File: config.mk
export PLATFORM = sky130hd
export DESIGN_NAME = fetch_sequencer
export DESIGN_NICKNAME = d
export VERILOG_FILES = /design/src/rtl/fetch_sequencer.sv
export SDC_FILE = /design/constraint.sdc
export NUM_CORES = 1
export LEC_CHECK = 0
export CORE_UTILIZATION = 44
export DETAILED_ROUTE_END_ITERATION = 10
export GPL_ROUTABILITY_DRIVEN = 1
export PLACE_DENSITY = 0.86
export SYNTH_ARGS = -nofsm -noshare
export SYNTH_HDL_FRONTEND = slang
export SYNTH_SLANG_ARGS = --single-unit
File: constraint.sdc
create_clock -name clk -period 2.2 [get_ports clk]
set_clock_uncertainty 0.2 [all_clocks]
set_input_delay 0.33 -clock clk [delete_from_list [all_inputs] [get_ports clk]]
set_output_delay 0.33 -clock clk [all_outputs]
set_load 0.05 [all_outputs]
File: src/rtl/fetch_sequencer.sv
// Instruction-fetch controller: fetches from PC_o, decodes control flow back into the PC,
// issues plain instructions downstream, and bounds memory latency with a watchdog.
//
// state   | meaning
// --------+-----------------------------------------------------------
// S_CLR   | command the PC to clear (sel=11) for one cycle
// S_FETCH | request word at PC_o, wait for ack or watchdog expiry
// S_EXEC  | act on ir: issue OP, jump, conditional jump, or halt
// S_HALT  | idle with halted=1 until restart
module fetch_sequencer #(
    parameter int N  = 4,
    parameter int W  = 8,
    parameter int TO = 15
) (
    input  logic         clk,
    input  logic         rst_n,
    input  logic [N-1:0] PC_o,
    output logic [1:0]   sel,
    output logic [N-1:0] jumpDir,
    output logic         mem_req,
    output logic [N-1:0] mem_addr,
    input  logic         mem_ack,
    input  logic [W-1:0] mem_data,
    input  logic         zero_flag,
    output logic         out_valid,
    output logic [W-1:0] out_instr,
    input  logic         out_ready,
    input  logic         restart,
    output logic         halted,
    output logic         fetch_err
);

    typedef enum logic [1:0] {
        S_CLR   = 2'd0,
        S_FETCH = 2'd1,
        S_EXEC  = 2'd2,
        S_HALT  = 2'd3
    } state_t;

    localparam logic [1:0] OPC_OP   = 2'b00;
    localparam logic [1:0] OPC_JMP  = 2'b01;
    localparam logic [1:0] OPC_JZ   = 2'b10;
    localparam logic [1:0] OPC_HALT = 2'b11;

    localparam logic [1:0] SEL_HOLD = 2'b00;
    localparam logic [1:0] SEL_INC  = 2'b01;
    localparam logic [1:0] SEL_LOAD = 2'b10;
    localparam logic [1:0] SEL_CLR  = 2'b11;

    // Expiry is checked one count early so the error fires after exactly TO ack-less cycles.
    localparam logic [7:0] WDOG_LAST = 8'(TO - 1);

    state_t       state;
    state_t       state_nxt;
    logic [W-1:0] ir;
    logic [W-1:0] ir_nxt;
    logic [7:0]   wdog;
    logic [7:0]   wdog_nxt;
    logic         fetch_err_nxt;
    logic [1:0]   opcode;
    logic [N-1:0] target;

    assign opcode = ir[W-1:W-2];
    assign target = ir[N-1:0];

    always_ff @(posedge clk or negedge rst_n) begin
        if (!rst_n) begin
            state     <= S_CLR;
            ir        <= '0;
            wdog      <= '0;
            fetch_err <= 1'b0;
        end else begin
            state     <= state_nxt;
            ir        <= ir_nxt;
            wdog      <= wdog_nxt;
            fetch_err <= fetch_err_nxt;
        end
    end

    always_comb begin
        state_nxt     = state;
        ir_nxt        = ir;
        wdog_nxt      = wdog;
        fetch_err_nxt = fetch_err;
        sel           = SEL_HOLD;
        jumpDir       = '0;
        mem_req       = 1'b0;
        mem_addr      = '0;
        out_valid     = 1'b0;
        out_instr     = '0;
        halted        = 1'b0;

        case (state)
            S_CLR: begin
                sel       = SEL_CLR;
                wdog_nxt  = '0;
                state_nxt = S_FETCH;
            end
            S_FETCH: begin
                mem_req  = 1'b1;
                mem_addr = PC_o;
                // Ack takes priority over a watchdog expiry in the same cycle.
                if (mem_ack) begin
                    ir_nxt    = mem_data;
                    wdog_nxt  = '0;
                    state_nxt = S_EXEC;
                end else if (wdog == WDOG_LAST) begin
                    fetch_err_nxt = 1'b1;
                    wdog_nxt      = '0;
                    state_nxt     = S_HALT;
                end else begin
                    wdog_nxt = wdog + 8'd1;
                end
            end
            S_EXEC: begin
                case (opcode)
                    OPC_OP: begin
                        out_valid = 1'b1;
                        out_instr = ir;
                        if (out_ready) begin
                            sel       = SEL_INC;
                            state_nxt = S_FETCH;
                        end
                    end
                    OPC_JMP: begin
                        sel       = SEL_LOAD;
                        jumpDir   = target;
                        state_nxt = S_FETCH;
                    end
                    OPC_JZ: begin
                        if (zero_flag) begin
                            sel     = SEL_LOAD;
                            jumpDir = target;
                        end else begin
                            sel = SEL_INC;
                        end
                        state_nxt = S_FETCH;
                    end
                    OPC_HALT: begin
                        state_nxt = S_HALT;
                    end
                    default: state_nxt = S_HALT;
                endcase
            end
            S_HALT: begin
                halted = 1'b1;
                if (restart) state_nxt = S_CLR;
            end
            default: state_nxt = S_CLR;
        endcase
    end

endmodule
==> Word-level counts from Yosys, hierarchy flattened <==
Index checks and enable logic that the tools add are counted.
{ "classes": {"n_addsub": 1, "muxes": 23, "n_reduce_logical": 7, "eq_ne": 10, "bitwise_logic": 1} }
{ "op_table": {"columns": ["op", "n"], "rows": [
  ["8-bit two-way mux", 4],
  ["8-bit one-hot mux with 2 select lines", 1],
  ["4-bit two-way mux", 3],
  ["2-bit one-hot mux with 3 select lines", 2],
  ["2-bit two-way mux", 5],
  ["8-bit by 1-bit adder with 8-bit output (second input constant)", 1],
  ["2-bit == test (second input constant)", 4],
  ["8-bit by 4-bit == test with 1-bit output (second input constant)", 1],
  ["2-bit one-hot mux with 4 select lines", 1],
  ["4-bit one-hot mux with 2 select lines", 1],
  ["3-bit inequality test (second input constant)", 2],
  ["3-bit AND reduction", 2],
  ["1-bit two-way mux", 5],
  ["2-bit by 1-bit == test with 1-bit output (second input constant)", 2],
  ["2-bit logical NOT", 2],
  ["2-bit one-hot mux with 2 select lines", 1],
  ["2-bit inequality test (second input constant)", 1],
  ["2-bit AND reduction", 1],
  ["2-bit nonzero test", 1],
  ["2-bit OR reduction", 1],
  ["1-bit inverter", 1]
]} }
{ "totals": {"regBits": 19, "in_bits": 18, "wordCells": 46, "out_inout_bits": 22} }

==> Longest topological paths before layout <==
{ "depth": {"ltp_word": 4, "ltp_mapped": 7, "depth_no_buf": 6} }

==> Worst setup path after synthesis <==
Ideal clock, no wire load.
{ "synth_path": {"path_type": "register to output", "startpoint": "register ir[6]", "endpoint": "output out_instr[0]", "t_required_ps": 1670, "t_arrival_ps": 1912, "stages_incl_launch_ff": 6, "n_path_buf": 1, "slack_ps": -242, "cell_sequence": "dfrtp_1 inv_1 ha_1 and3b_1 clkbuf_1 and2_1"} }
{ "synth_via": {"elab_chain_len": 3} }
{ "synth_lines": {"columns": ["element", "line", "source"], "rows": [
  ["from (decl)", "55", "logic [W-1:0] ir;"],
  ["from (signal assigned)", "74", "ir <= ir_nxt;"],
  ["2-bit logical NOT", "116", "case (opcode)"],
  ["8-bit two-way mux", "116", null],
  ["8-bit two-way mux", "93", "case (state)"],
  ["to (decl)", "26", "output logic [W-1:0] out_instr,"]
]} }
No other way between the ends.

==> Final worst setup path <==
{ "layout_path": {"startpoint": "register ir[6]", "endpoint": "output jumpDir[0]"} }
{ "layout_via": {"elab_chain_len": 3, "elab_cells_between_ends": 4, "classes_between": "2 x eq/ne; 2 x mux"} }
{ "layout_lines": {"columns": ["element", "line", "source"], "rows": [
  ["2-bit == test or 2-bit by 1-bit == test with 1-bit output (tied branches)", "116", null],
  ["4-bit one-hot mux with 2 select lines (*)", "116", null],
  ["4-bit two-way mux (*)", "93", null],
  ["to (decl)", "19", "output logic [N-1:0] jumpDir,"]
]} }
Every way passes the cells marked *; elsewhere a longest branch is shown, timed or not.

==> results.yml <==
global_routing:
  grt_remaining_overflow: 0
  track_usage: 0.236
  grt_pass1_vias: 997
  antenna_found_initial: 0
  grt_max_degree: 20
  grt_pass1_wl_um: 4710
timing:
  fmax_ghz: 0.431
  holdWs_ps: 157
  finalSetupViolations: 9
  fin_crit_sh: 1.05
  rsz0062_at_grt: "yes"
  setup_slack_ps: -120
  hold_viol_final: 0
  relSlewSlack: 0.672
  maxSlewViolCount: 0
  min_period_ps: 2320
  tns_ps: -683
  worst_pin_slew_ps: 490
finish:
  areaGrowthSynthToFinish_pct: 69.2
  layout.nets: 195
  drive_gt1_frac: 0.402
  fillers: 144
  multiInputGateArea_um2: 698
  seqCellArea_um2: 478
  utilization: 0.787
  diodes: 0
floorplanning:
  io_pins: 40
  start_util: 0.465
  dieHeight_um: 53.2
  core_um2: 2480
  core.rowCount: 18
  die_area_um2: 2830
  fp.dieW_um: 53.2
place:
  place_congestion: 0.772
  io_buffers: 39
  dpl.hpwl_um: 2280
setup_path:
  reg2regPathDepth: 5
  worstSetupPathType: "reg2out"
  endpoint: "jumpDir[0]"
  path_max_fanout: 4
  slowest_delay_ps: 420
  critPathLaunchType: "flip-flop"
  required_ps: 1670
  rrSetupSlack_ps: 300
  rr_endpoint: "wdog[4]"
  crit_family: "buffers and inverters"
  cp_slowest_cell: "dfrtp_1"
  crit_arrival_ps: 1790
  path_depth: 7
  endpoint_kind: "output pin"
  critical_path_buf_inv_count: 3
  startpoint: "ir[6]"
  crit_chain: "inv_2 -> ha_4 -> a21oi_2 -> nor4bb_4 -> buf_4 -> and2_4 -> buf_12"
  critical_path.reg2reg.startpoint: "wdog[4]"
status:
  status: "finished with violations"
  violations: "DRC, setup timing"
route:
  detail_route.wl_per_cell_um: 16.8
  dr.first_iter.drc_count: 27
  drt.antenna.violating_nets: 0
  drc_errors: 1
  wl_um: 3340
  drt-pass1-iter-count: 7
  vias: 1087
  vias_per_cell: 5.46
cts:
  h-tree-depth: 1
  cts_inserted_buffers: 3
  clk_path_buf_depth: 2
  cts_tree: "yes"
  cts-root-buf: "clkbuf_4"
  clock-sinks: 19
  path_clk_slew_ps: 110
  clock_latency_ps: 300
synth:
  synth.ff_latch_count: 19
  syn_area_per_cell_um2: 9.60
  synth_edf_count: 0
  yosysUniqueCellTypes: 33
  synth_nets: 145
  synthFlopType: "dfrtp_1"
  yosys_warnings: 0
  seq_area_frac_synth: 0.413
  syn-instance-count: 120
  synthesis.area_um2: 1150
  async_reset_ff_frac: 1.00
flow_run:
  max_cap_violations: 0
power_and_ir_drop:
  total_power_mw: 2.37
  pwr_density_cell_nw_per_um2: 1210
  total_leakage_power_nw: 0.877
  vdd_drop_max_uv: 1000
hold_path:
  hp-class: "in2async"
## state kept, by name (all words and copies together) (netlist names)
register and count:
fetch_err 1, ir 8, state 2, wdog 8
## metal layers
layer / global-route usage / up-vias / wire length (µm)
met5: 0 / - / 0
li1: - / 508 / -
met2: 0.414 / 50 / 1800
met3: 0.0287 / 8 / 152
met1: 0.297 / 521 / 1290
met4: 0.0789 / 0 / 85
## report_power, final
group | internal (mW) | switching, mW | total, mW
Clock | 0.0708 | 0.116 | 0.187
Combinational | 0.790 | 0.805 | 1.60
Sequential | 0.465 | 0.121 | 0.586
## cells in the mapped netlist, drive strengths merged, types with 2 or more instances
master / count / area share
dfrtp: 19 / 0.41
and2: 17 / 0.092
nand2: 14 / 0.046
mux2: 9 / 0.088
ha: 7 / 0.076
o21ai: 7 / 0.034
a21oi: 6 / 0.026
buf: 5 / 0.026
nor2: 5 / 0.016
inv: 4 / 0.013
a21o: 3 / 0.020
nand3: 3 / 0.013
or3: 3 / 0.017
nor2b: 2 / 0.011
nor3: 2 / 0.0087
nor3b: 2 / 0.017
## per-stage QoR
step	area [µm²]	std cells	setup WS, ps
after CTS	1870	196	-89.5
after global routing	1950	199	-195
after global placement	1800	189	40.6
after floorplan	1150	120	14.5
final	1950	199	-120
after detailed placement	1800	189	30.9
## layout make-up
type,instances,area share
multi-input cells,91,0.358
repair buffers,51,0.356
flip-flops and latches,19,0.245
well taps,30,0.0193
clock buffers,4,0.0135
inverters,4,0.00770
## how the worst min path moves through the flow
| stage | start | to | slack [ps] | cells after the start |
|---|---|---|---|---|
| final | rst_n | wdog[4] | 160 | 2 |
| after global routing | rst_n | wdog[3] | 150 | 2 |
| after CTS | rst_n | ir[7] | 160 | 2 |
| after detailed placement | fetch_err | fetch_err | 260 | 1 |
| after global placement | fetch_err | fetch_err | 240 | 1 |
| after floorplan | rst_n | fetch_err | -170 | 0 |
## kinds of logic (layout without fill, tap and decap cells)
kind of cell | count (synthesis) | count (layout) | synth area share
flip-flops | 19 | 19 | 0.413
XOR/XNOR | 1 | 1 | 0.00760
adder cells (fa/ha/maj) | 7 | 7 | 0.0760
AO/OA/AOI/OAI | 21 | 21 | 0.113
multiplexers | 10 | 10 | 0.0966
AND/OR/NAND/NOR | 52 | 52 | 0.252
buffers and inverters | 10 | 59 | 0.0423
## cells in the final DEF, fill, tap and decap left out, drive strengths merged, types with 2 or more instances in the layout
cell            n
buf            33
dfrtp          19
clkdlybuf4s50  18
and2           17
nand2          14
mux2            9
o21ai           7
ha              7
a21oi           6
nor2            5
clkbuf          4
inv             4
nand3           3
a21o            3
or3             3
nor2b           2
nor3            2
nor3b           2
## timing repair
action / in CTS / in global routing
setup endpoints to repair: 13 / 18
gates resized for setup: 8 / 14
setup buffers: 3 / 3
hold buffers: 0 / 0
pin swaps: 3 / 1
No activity file was read; power rests on OpenSTA's default activity.
